==> src/rtl/lcd_bus_receiver.sv <==
// Responder for an 8080-style 8-bit LCD write bus: decodes CASET/PASET/RAMWR and emits pixels.
// Build option: define LCD_RGB444_EN to reduce pix_rgb to 4:4:4 colour levels.
module lcd_bus_receiver #(
  parameter int LCD_W       = 320,
  parameter int LCD_H       = 240,
  parameter int SYNC_STAGES = 2
) (
  input  logic                     clk,
  input  logic                     reset,
  input  logic [7:0]               lcd_db,
  input  logic                     lcd_wr,
  input  logic                     lcd_d_c,
  input  logic                     lcd_rd,
  input  logic                     lcd_reset,
  output logic                     pix_valid,
  output logic [$clog2(LCD_W)-1:0] pix_x,
  output logic [$clog2(LCD_H)-1:0] pix_y,
  output logic [15:0]              pix_rgb,
  output logic                     cmd_valid,
  output logic [7:0]               cmd_byte,
  output logic                     prot_err
);

  localparam int XW = $clog2(LCD_W);
  localparam int YW = $clog2(LCD_H);
  localparam logic [15:0] LcdW16 = 16'(LCD_W);
  localparam logic [15:0] LcdH16 = 16'(LCD_H);

  localparam logic [2:0] StIdle  = 3'd0;
  localparam logic [2:0] StCaset = 3'd1;
  localparam logic [2:0] StPaset = 3'd2;
  localparam logic [2:0] StRamwr = 3'd3;
  localparam logic [2:0] StSkip  = 3'd4;

  // Bus bundle {panel_reset_n, rd, d_c, wr, db}; idle value keeps strobes and panel reset high.
  localparam logic [11:0] BusIdle = 12'hD00;

  logic [11:0] sync_q [SYNC_STAGES];
  logic [11:0] bus_s;
  logic        wr_prev_q, rd_prev_q;
  logic        wr_evt, rd_fall, soft_rst;

  always_ff @(posedge clk) begin
    if (reset) begin
      for (int i = 0; i < SYNC_STAGES; i++) sync_q[i] <= BusIdle;
      wr_prev_q <= 1'b1;
      rd_prev_q <= 1'b1;
    end else begin
      sync_q[0] <= {lcd_reset, lcd_rd, lcd_d_c, lcd_wr, lcd_db};
      for (int i = 1; i < SYNC_STAGES; i++) sync_q[i] <= sync_q[i-1];
      wr_prev_q <= bus_s[8];
      rd_prev_q <= bus_s[10];
    end
  end

  assign bus_s    = sync_q[SYNC_STAGES-1];
  assign wr_evt   = bus_s[8] & ~wr_prev_q;
  assign rd_fall  = ~bus_s[10] & rd_prev_q;
  assign soft_rst = reset | ~bus_s[11];

  logic [2:0]    state_q, state_d;
  logic [1:0]    cnt_q, cnt_d;
  logic [23:0]   par_q, par_d;
  logic [XW-1:0] sc_q, sc_d, ec_q, ec_d, x_q, x_d;
  logic [YW-1:0] sp_q, sp_d, ep_q, ep_d, y_q, y_d;
  logic          hi_pend_q, hi_pend_d;
  logic [7:0]    hi_q, hi_d;
  logic          pix_valid_q, pix_valid_d, cmd_valid_q, cmd_valid_d, prot_err_q, prot_err_d;
  logic [XW-1:0] pix_x_q, pix_x_d;
  logic [YW-1:0] pix_y_q, pix_y_d;
  logic [15:0]   pix_rgb_q, pix_rgb_d;
  logic [7:0]    cmd_byte_q, cmd_byte_d;
  logic [15:0]   par_start, par_end, word;

  assign par_start = par_q[23:8];
  assign par_end   = {par_q[7:0], bus_s[7:0]};
  assign word      = {hi_q, bus_s[7:0]};

  function automatic logic [15:0] fmt_rgb(input logic [15:0] w);
`ifdef LCD_RGB444_EN
    return {4'b0, w[15:12], w[10:7], w[4:1]};
`else
    return w;
`endif
  endfunction

  always_comb begin
    state_d     = state_q;
    cnt_d       = cnt_q;
    par_d       = par_q;
    sc_d        = sc_q;
    ec_d        = ec_q;
    sp_d        = sp_q;
    ep_d        = ep_q;
    x_d         = x_q;
    y_d         = y_q;
    hi_pend_d   = hi_pend_q;
    hi_d        = hi_q;
    pix_valid_d = 1'b0;
    pix_x_d     = pix_x_q;
    pix_y_d     = pix_y_q;
    pix_rgb_d   = pix_rgb_q;
    cmd_valid_d = 1'b0;
    cmd_byte_d  = cmd_byte_q;
    prot_err_d  = rd_fall;

    if (wr_evt) begin
      if (!bus_s[9]) begin
        cmd_valid_d = 1'b1;
        cmd_byte_d  = bus_s[7:0];
        hi_pend_d   = 1'b0;
        cnt_d       = 2'd0;
        // Window commands only leave their state after the 4th byte, so any command here
        // interrupts them.
        if (state_q == StCaset || state_q == StPaset) prot_err_d = 1'b1;
        case (bus_s[7:0])
          8'h2A:   state_d = StCaset;
          8'h2B:   state_d = StPaset;
          8'h2C: begin
            state_d = StRamwr;
            x_d     = sc_q;
            y_d     = sp_q;
          end
          default: state_d = StSkip;
        endcase
      end else begin
        case (state_q)
          StIdle: prot_err_d = 1'b1;
          StCaset, StPaset: begin
            if (cnt_q == 2'd3) begin
              state_d = StIdle;
              cnt_d   = 2'd0;
              if (state_q == StCaset) begin
                if (par_start <= par_end && par_end < LcdW16) begin
                  sc_d = par_start[XW-1:0];
                  ec_d = par_end[XW-1:0];
                end else begin
                  prot_err_d = 1'b1;
                end
              end else begin
                if (par_start <= par_end && par_end < LcdH16) begin
                  sp_d = par_start[YW-1:0];
                  ep_d = par_end[YW-1:0];
                end else begin
                  prot_err_d = 1'b1;
                end
              end
            end else begin
              par_d = {par_q[15:0], bus_s[7:0]};
              cnt_d = cnt_q + 2'd1;
            end
          end
          StRamwr: begin
            if (!hi_pend_q) begin
              hi_d      = bus_s[7:0];
              hi_pend_d = 1'b1;
            end else begin
              hi_pend_d   = 1'b0;
              pix_valid_d = 1'b1;
              pix_x_d     = x_q;
              pix_y_d     = y_q;
              pix_rgb_d   = fmt_rgb(word);
              if (x_q == ec_q) begin
                x_d = sc_q;
                y_d = (y_q == ep_q) ? sp_q : y_q + 1'b1;
              end else begin
                x_d = x_q + 1'b1;
              end
            end
          end
          default: ;
        endcase
      end
    end
  end

  always_ff @(posedge clk) begin
    if (soft_rst) begin
      state_q     <= StIdle;
      cnt_q       <= '0;
      par_q       <= '0;
      sc_q        <= '0;
      ec_q        <= XW'(LCD_W - 1);
      sp_q        <= '0;
      ep_q        <= YW'(LCD_H - 1);
      x_q         <= '0;
      y_q         <= '0;
      hi_pend_q   <= 1'b0;
      hi_q        <= '0;
      pix_valid_q <= 1'b0;
      pix_x_q     <= '0;
      pix_y_q     <= '0;
      pix_rgb_q   <= '0;
      cmd_valid_q <= 1'b0;
      cmd_byte_q  <= '0;
      prot_err_q  <= 1'b0;
    end else begin
      state_q     <= state_d;
      cnt_q       <= cnt_d;
      par_q       <= par_d;
      sc_q        <= sc_d;
      ec_q        <= ec_d;
      sp_q        <= sp_d;
      ep_q        <= ep_d;
      x_q         <= x_d;
      y_q         <= y_d;
      hi_pend_q   <= hi_pend_d;
      hi_q        <= hi_d;
      pix_valid_q <= pix_valid_d;
      pix_x_q     <= pix_x_d;
      pix_y_q     <= pix_y_d;
      pix_rgb_q   <= pix_rgb_d;
      cmd_valid_q <= cmd_valid_d;
      cmd_byte_q  <= cmd_byte_d;
      prot_err_q  <= prot_err_d;
    end
  end

  assign pix_valid = pix_valid_q;
  assign pix_x     = pix_x_q;
  assign pix_y     = pix_y_q;
  assign pix_rgb   = pix_rgb_q;
  assign cmd_valid = cmd_valid_q;
  assign cmd_byte  = cmd_byte_q;
  assign prot_err  = prot_err_q;

endmodule
==> config.mk <==
export PLATFORM = sky130hd
export DESIGN_NAME = lcd_bus_receiver
export DESIGN_NICKNAME = d
export VERILOG_FILES = /design/src/rtl/lcd_bus_receiver.sv
export SDC_FILE = /design/constraint.sdc
export NUM_CORES = 1
export LEC_CHECK = 0
export BUFFER_PORTS_ARGS = -buffer_cell sky130_fd_sc_hd__clkbuf_2
export CAP_MARGIN = 25
export CORE_UTILIZATION = 32
export DETAILED_ROUTE_END_ITERATION = 8
export PLACE_DENSITY_LB_ADDON = 0.2
export REMOVE_ABC_BUFFERS = 1
export SLEW_MARGIN = 15
export SYNTH_ARGS = -nofsm -noshare
export SYNTH_HDL_FRONTEND = slang
export SYNTH_SLANG_ARGS = --single-unit
==> constraint.sdc <==
create_clock -name clk -period 6.93 [get_ports clk]
set_input_delay 0.693 -clock clk [delete_from_list [all_inputs] [get_ports clk]]
set_output_delay 0.693 -clock clk [all_outputs]
set_load 0.01 [all_outputs]
Yosys cells after proc, flatten, opt, wreduce, memory -nomap -nowiden. Memories as Yosys holds them, arrays and structs flattened. Cells that the tools add are included.

Bits in registers: 135. Bits in writable memories: 24. Bits of input ports: 14. Output and inout port bits: 44. Word-level logic and storage cells: 110. Memories: 1.

Add/subtract/negate cells: 3. Magnitude comparators: 3. Equal/unequal tests: 14. Multiplexer cells: 36. Bitwise logic cells: 14. Reduce and logical (&&, ||, !) cells: 19.

Memory list: sync_q (words 2, width 12, read ports 2, clocked after Yosys merged registers in 0, write ports 2, line 38) `logic [11:0] sync_q [SYNC_STAGES];`.

Operators by type and width (number): $mux W8 (6); $mux W9 (5); $eq A8 B6 Y1 const B (3); $mux W12 (2); $le A16 B16 Y1 (1); $lt A16 B8 Y1 const B (1); $lt A16 B9 Y1 const B (1); $reduce_and A4 Y1 (4); $mux W1 (15); $reduce_and A6 Y1 (2); $ne A2 B1 Y1 const B (5); $add A9 B1 Y9 const B (1); $eq A9 B9 Y1 (1); $mux W3 (3); $not A1 Y1 (9); $pmux W3 S3 (1); $add A8 B1 Y8 const B (1); $eq A8 B8 Y1 (1); $eq A3 B2 Y1 const B (2); $mux W2 (3); $reduce_and A2 Y1 (3); $reduce_and A5 Y1 (1); $reduce_or A2 Y1 (2); $reduce_or A4 Y1 (1); 11 further kinds (15).

Depth between registers and ports, before layout.
Depth in word-level cells: 8. Depth in mapped cells: 11. Depth with buffers taken out: 8.

Worst setup path before layout. Ideal clock, no wire load.

Kind: register to register. Start: reg par_q[5]. End: reg ep_q[5]. Setup time: 0.072 ns. Arrival: 2.747 ns. Required time: 6.858 ns. Slack: 4.111 ns. Stages on the path, launching flop included: 10. Path buffers: 1. Period minus slack after synthesis: 2.819 ns. Path through: dfxtp_1 -> inv_1 -> ha_1 -> a211oi_1 -> nor2_1 -> or4_1 -> or4_4 -> a211oi_4 -> buf_8 -> mux2i_1.

Word-level cells in the longest chain between the ends: 3. Elaborated cells between the ends (all ways): 4. Those cells by class: order compare (2); reduce/logical (2).

Ends and longest elaborated chain: start: declaration (line 63) `logic [23:0] par_q, par_d;`; start signal: assignment (line 200) `par_q <= par_d;`; $le A16 B16 Y1 or $lt A16 B8 Y1 (tied branches) (line 141) `if (par_start <= par_end && par_end < LcdH16) begin`; $logic_and A1 B1 Y1 (*) (line 141); $reduce_and A6 Y1 (no line) (*); end signal: assignment (line 185) `ep_q <= YW'(LCD_H - 1);`; end signal: assignment (line 204) `ep_q <= ep_d;`; end: declaration (line 65) `logic [YW-1:0] sp_q, sp_d, ep_q, ep_d, y_q, y_d;`.

Every way passes the cells marked *; elsewhere a longest branch is shown, timed or not. A chain may end at the register's enable or synchronous reset.

Worst setup path after layout.
Start: reg par_q[5]. End: reg sp_q[0].

Word-level cells in the longest chain between the ends: 3. Elaborated cells between the ends (all ways): 4. Those cells by class: order compare (2); reduce/logical (2).

Ends and longest elaborated chain: $le A16 B16 Y1 or $lt A16 B8 Y1 (tied branches) (line 141); $logic_and A1 B1 Y1 (*) (line 141); $reduce_and A6 Y1 (no line) (*); end signal: assignment (line 203) `sp_q <= sp_d;`; end: declaration (line 65).

Marks and branches as above.

==> report_table.html <==
<table>
<tr><th>Metric</th><th>Value</th></tr>
<tr><th colspan="2">Die</th></tr>
<tr><td>Die height</td><td>roughly 150 microns</td></tr>
<tr><td>Die Footprint</td><td>around 0.021 sq mm</td></tr>
<tr><td>Die boundary width</td><td>146 microns</td></tr>
<tr><td>Initial Util</td><td>0.327</td></tr>
<tr><td>Core area</td><td>slightly above 0.02 sq mm</td></tr>
<tr><td>Number of placed I/O pins</td><td>58</td></tr>
<tr><td>Standard-cell rows</td><td>52</td></tr>
<tr><th colspan="2">Synth</th></tr>
<tr><td>Sequential element share of the synthesized area</td><td>0.479</td></tr>
<tr><td>Most instantiated flip-flop cell in the synthesis netlist</td><td>sky130_fd_sc_hd__dfxtp_1</td></tr>
<tr><td>Synthesized cell area</td><td>0.00664 sq mm</td></tr>
<tr><td>Flops &amp; latches, synth</td><td>159</td></tr>
<tr><td>Fraction of synthesis flops using an asynchronous set or reset pin</td><td>0</td></tr>
<tr><td>Synthesis warning total</td><td>0</td></tr>
<tr><td>Count of flip-flops with a built-in enable after synthesis</td><td>0</td></tr>
<tr><td>Mean post-synth cell area</td><td>between 8 and 9 sq um</td></tr>
<tr><td>Netlist cell types</td><td>52</td></tr>
<tr><td>Cells after Synth</td><td>770</td></tr>
<tr><th colspan="2">Setup path</th></tr>
<tr><td>RR Startpoint</td><td>par_q[5]</td></tr>
<tr><td>Buffers &amp; Inverters on Critical Path</td><td>2</td></tr>
<tr><td>Critical path launch point type</td><td>flip-flop</td></tr>
<tr><td>Type of destination of the critical path</td><td>flip-flop</td></tr>
<tr><td>Crit-path cells</td><td>inv_1, ha_1, a211oi_1, nor2_1, or4_1, or4_4, a211oi_4, buf_8, mux2i_1</td></tr>
<tr><td>Top Family by Delay on Critical Path</td><td>simple AND/OR/NAND/NOR gates</td></tr>
<tr><td>Worst reg2reg path endpoint</td><td>sp_q[0]</td></tr>
<tr><td>Number of cells on the worst reg-to-reg path</td><td>9</td></tr>
<tr><td>Worst-path cell with the longest stage delay</td><td>sky130_fd_sc_hd__or4_1</td></tr>
<tr><td>Required time reported for the critical path endpoint</td><td>7.27 ns</td></tr>
<tr><td>Crit-path max FO</td><td>13</td></tr>
<tr><td>Register-to-Register Setup Slack</td><td>3.95 ns</td></tr>
<tr><td>Crit path DAT</td><td>between 3 and 4 ns</td></tr>
<tr><td>Crit-path max cell delay</td><td>0.51 ns</td></tr>
<tr><td>Worst Path Class, Setup</td><td>reg2reg</td></tr>
<tr><th colspan="2">Final layout</th></tr>
<tr><td>Storage element area</td><td>0.00318 sq mm</td></tr>
<tr><td>Finished Layout Cells</td><td>1091</td></tr>
<tr><td>Number of antenna repair diodes</td><td>0</td></tr>
<tr><td>Area of all placed cells without fillers</td><td>0.00777 sq mm</td></tr>
<tr><td>Commonest non-fill, non-tap cell in the layout</td><td>sky130_fd_sc_hd__dfxtp_1</td></tr>
<tr><td>Proportion of layout cells with a drive suffix above 1</td><td>0.145</td></tr>
<tr><td>Final net count</td><td>roughly 840</td></tr>
<tr><td>Top library cells by usage in the layout, fill and taps aside</td><td>sky130_fd_sc_hd__dfxtp_1, sky130_fd_sc_hd__nand2_1, sky130_fd_sc_hd__nor2_1, sky130_fd_sc_hd__a21oi_1, sky130_fd_sc_hd__clkbuf_2</td></tr>
<tr><td>Multi-input gate area in the final layout</td><td>around 0.0032 sq mm</td></tr>
<tr><td>Final-layout fill cell count</td><td>2151</td></tr>
<tr><td>Area added between synthesis and finish</td><td>17.0%</td></tr>
<tr><th colspan="2">Timing</th></tr>
<tr><td>Total of endpoints with negative setup slack in the final report</td><td>0</td></tr>
<tr><td>Worst max-slew margin expressed relative to the limit</td><td>0.379</td></tr>
<tr><td>Fin crit share</td><td>0.429</td></tr>
<tr><td>Min Tclk post-route</td><td>2.98 ns</td></tr>
<tr><td>Final count of pins violating max slew</td><td>0</td></tr>
<tr><td>Total Neg Setup Slack</td><td>0 ns</td></tr>
<tr><td>Worst setup skew after layout</td><td>0.00942 ns</td></tr>
<tr><td>Final hold viol count</td><td>0</td></tr>
<tr><td>FMAX</td><td>between 0.3 and 0.4 GHz</td></tr>
<tr><td>RSZ-0062 raised after global routing</td><td>no</td></tr>
<tr><td>Slew at the pin with the worst max-slew slack</td><td>0.928 ns</td></tr>
<tr><th colspan="2">Hold path</th></tr>
<tr><td>Destination of the worst hold path</td><td>sync_q[0][22]</td></tr>
<tr><td>Min-Delay Path Class</td><td>reg2reg</td></tr>
<tr><td>Startpoint of the tightest hold check path</td><td>sync_q[0][10]</td></tr>
<tr><td>Cell depth of the worst min-delay path</td><td>1</td></tr>
<tr><th colspan="2">Clock tree</th></tr>
<tr><td>CTS Root Cell</td><td>sky130_fd_sc_hd__clkbuf_16</td></tr>
<tr><td>Number of buffers added to fix hold violations after cts</td><td>0</td></tr>
<tr><td>Clock tree sinks</td><td>159</td></tr>
<tr><td>TritonCTS clock tree</td><td>built</td></tr>
<tr><td>Clock latency on the worst-skew pair</td><td>0.43 ns</td></tr>
<tr><td>Number of setup buffers added after CTS</td><td>0</td></tr>
<tr><td># resized after CTS</td><td>0</td></tr>
<tr><td>Level count of the clock H-tree</td><td>4</td></tr>
<tr><td>TritonCTS buffer count</td><td>17</td></tr>
<tr><td>Longest Clk Path Bufs</td><td>2</td></tr>
<tr><td>Clock transition time at the flip-flop clock pins of the worst setup and hold paths</td><td>0.06 ns</td></tr>
<tr><th colspan="2">Drt</th></tr>
<tr><td>DRC viols</td><td>0</td></tr>
<tr><td>WL final</td><td>15.9 mm</td></tr>
<tr><td>DRT antenna net count</td><td>0</td></tr>
<tr><td>Via total after detailed routing</td><td>approximately 5100</td></tr>
<tr><td>Mean routed wirelength per cell</td><td>14.6 microns</td></tr>
<tr><td>Number of DRC markers in iteration 0</td><td>344</td></tr>
<tr><td>Vias per std cell</td><td>between 4 and 5</td></tr>
<tr><td>Number of detailed-route iterations in the first pass</td><td>5</td></tr>
<tr><th colspan="2">Placement</th></tr>
<tr><td>Number of I/O port buffers</td><td>57</td></tr>
<tr><td>Number of cells after detailed placement</td><td>1057</td></tr>
<tr><td>Placed cell area</td><td>approximately 0.0071 sq mm</td></tr>
<tr><td>Final HPWL DP</td><td>10.9 mm</td></tr>
<tr><td>Final GP Congestion</td><td>0.811</td></tr>
<tr><th colspan="2">Status</th></tr>
<tr><td>Status</td><td>completed</td></tr>
<tr><th colspan="2">GRT</th></tr>
<tr><td>M1 GR Usage</td><td>0.214</td></tr>
<tr><td>Wire length of the first global-routing pass</td><td>around 26 mm</td></tr>
<tr><td>Most Crowded Layer GR</td><td>met2</td></tr>
<tr><td>Overflow left after global routing</td><td>0</td></tr>
<tr><td>Global routing usage summed across all routing layers</td><td>0.157</td></tr>
<tr><td>Met3 usage</td><td>0.0372</td></tr>
<tr><td>Number of global-route vias before repair</td><td>around 4900</td></tr>
<tr><td>Routing usage on met2</td><td>0.246</td></tr>
<tr><td>Pin count of the biggest net entering global routing</td><td>61</td></tr>
<tr><td>Number of antenna violations at the first check in global routing</td><td>0</td></tr>
<tr><th colspan="2">Flow run</th></tr>
<tr><td>Maxcap violations</td><td>0</td></tr>
<tr><th colspan="2">Power</th></tr>
<tr><td>Max rail drop VDD</td><td>0.169 mV</td></tr>
<tr><td>Total leakage power</td><td>2.85 nW</td></tr>
<tr><td>Areal power density over the cells</td><td>246 mW/mm^2</td></tr>
</table>
[logic make-up after synthesis]
group                    synth area share
adder cells (fa/ha/maj)            0.0358
buffers and inverters              0.0390
XOR/XNOR                           0.0317
multiplexers                       0.0901
AND/OR/NAND/NOR                     0.218
flip-flops                          0.479
AO/OA/AOI/OAI                       0.106
[routing by layer]
layer | vias up | routed length [microns]
met2 | 78 | 7230
met5 | - | 0
met1 | 2367 | 7940
li1 | 2658 | -
met4 | 0 | 213
met3 | 18 | 496
[how the worst max path moves through the flow]
stage	start	to	slack [ns]	depth (start not counted)
floorplan	par_q[5]	ec_q[0]	3.34	8
global placement	par_q[5]	sp_q[5]	3.63	8
detailed placement	par_q[5]	sp_q[0]	3.60	8
CTS	par_q[5]	sp_q[0]	3.56	8
global route	par_q[5]	sp_q[2]	3.75	9
finish	par_q[5]	sp_q[0]	3.95	9
[synthesized netlist by cell type, drive strengths merged, types with 9 or more instances]
cell / number / area, sq um
dfxtp: 159 / 3180
nor3: 9 / 45.0
mux2i: 53 / 531
or2: 9 / 56.3
ha: 19 / 238
o21ai: 20 / 100
a21oi: 76 / 380
xnor2: 23 / 201
nor2b: 27 / 169
inv: 18 / 67.6
nor2: 79 / 297
clkbuf: 42 / 158
nand4: 9 / 56.3
nand2: 152 / 571
[power by group]
part / total, W / internal [W] / switching [W]
combinational: 0.0000509 / 0.0000166 / 0.0000343
sequential: 0.000929 / 0.000922 / 0.00000766
clock: 0.000928 / 0.000557 / 0.000371
[layout make-up]
type                       instances  area share
timing repair buffer              66      0.0478
multi-input combinational        547       0.415
tap                              270      0.0435
inverter                          18     0.00870
clock buffer                      22      0.0610
clock inverter                     9      0.0140
sequential                       159       0.410
[state kept, by name (all words and copies together) (netlist names), 2 cells and up]
signal and count:
ep_q 8, y_q 8, cnt_q 2, sync_q 24
pix_rgb 16, x_q 9, sp_q 8, state_q 3
pix_y 8, cmd_byte 8, ec_q 9, par_q 24
sc_q 9, hi_q 8, pix_x 9
[per-stage QoR]
step / utilization / power (W) / worst slack [ns] / hold slack, ns
6_report: 0.383 / 0.00191 / 3.95 / 0.409
5_1_grt: 0.383 / 0.00198 / 3.75 / 0.420
4_1_cts: 0.381 / 0.00193 / 3.56 / 0.411
3_5_place_dp: 0.352 / 0.00100 / 3.60 / 0.396
3_3_place_gp: 0.352 / 0.00100 / 3.63 / 0.390
2_1_floorplan: - / 0.000978 / 3.34 / 0.389
Power figures use the tool's default switching activity.
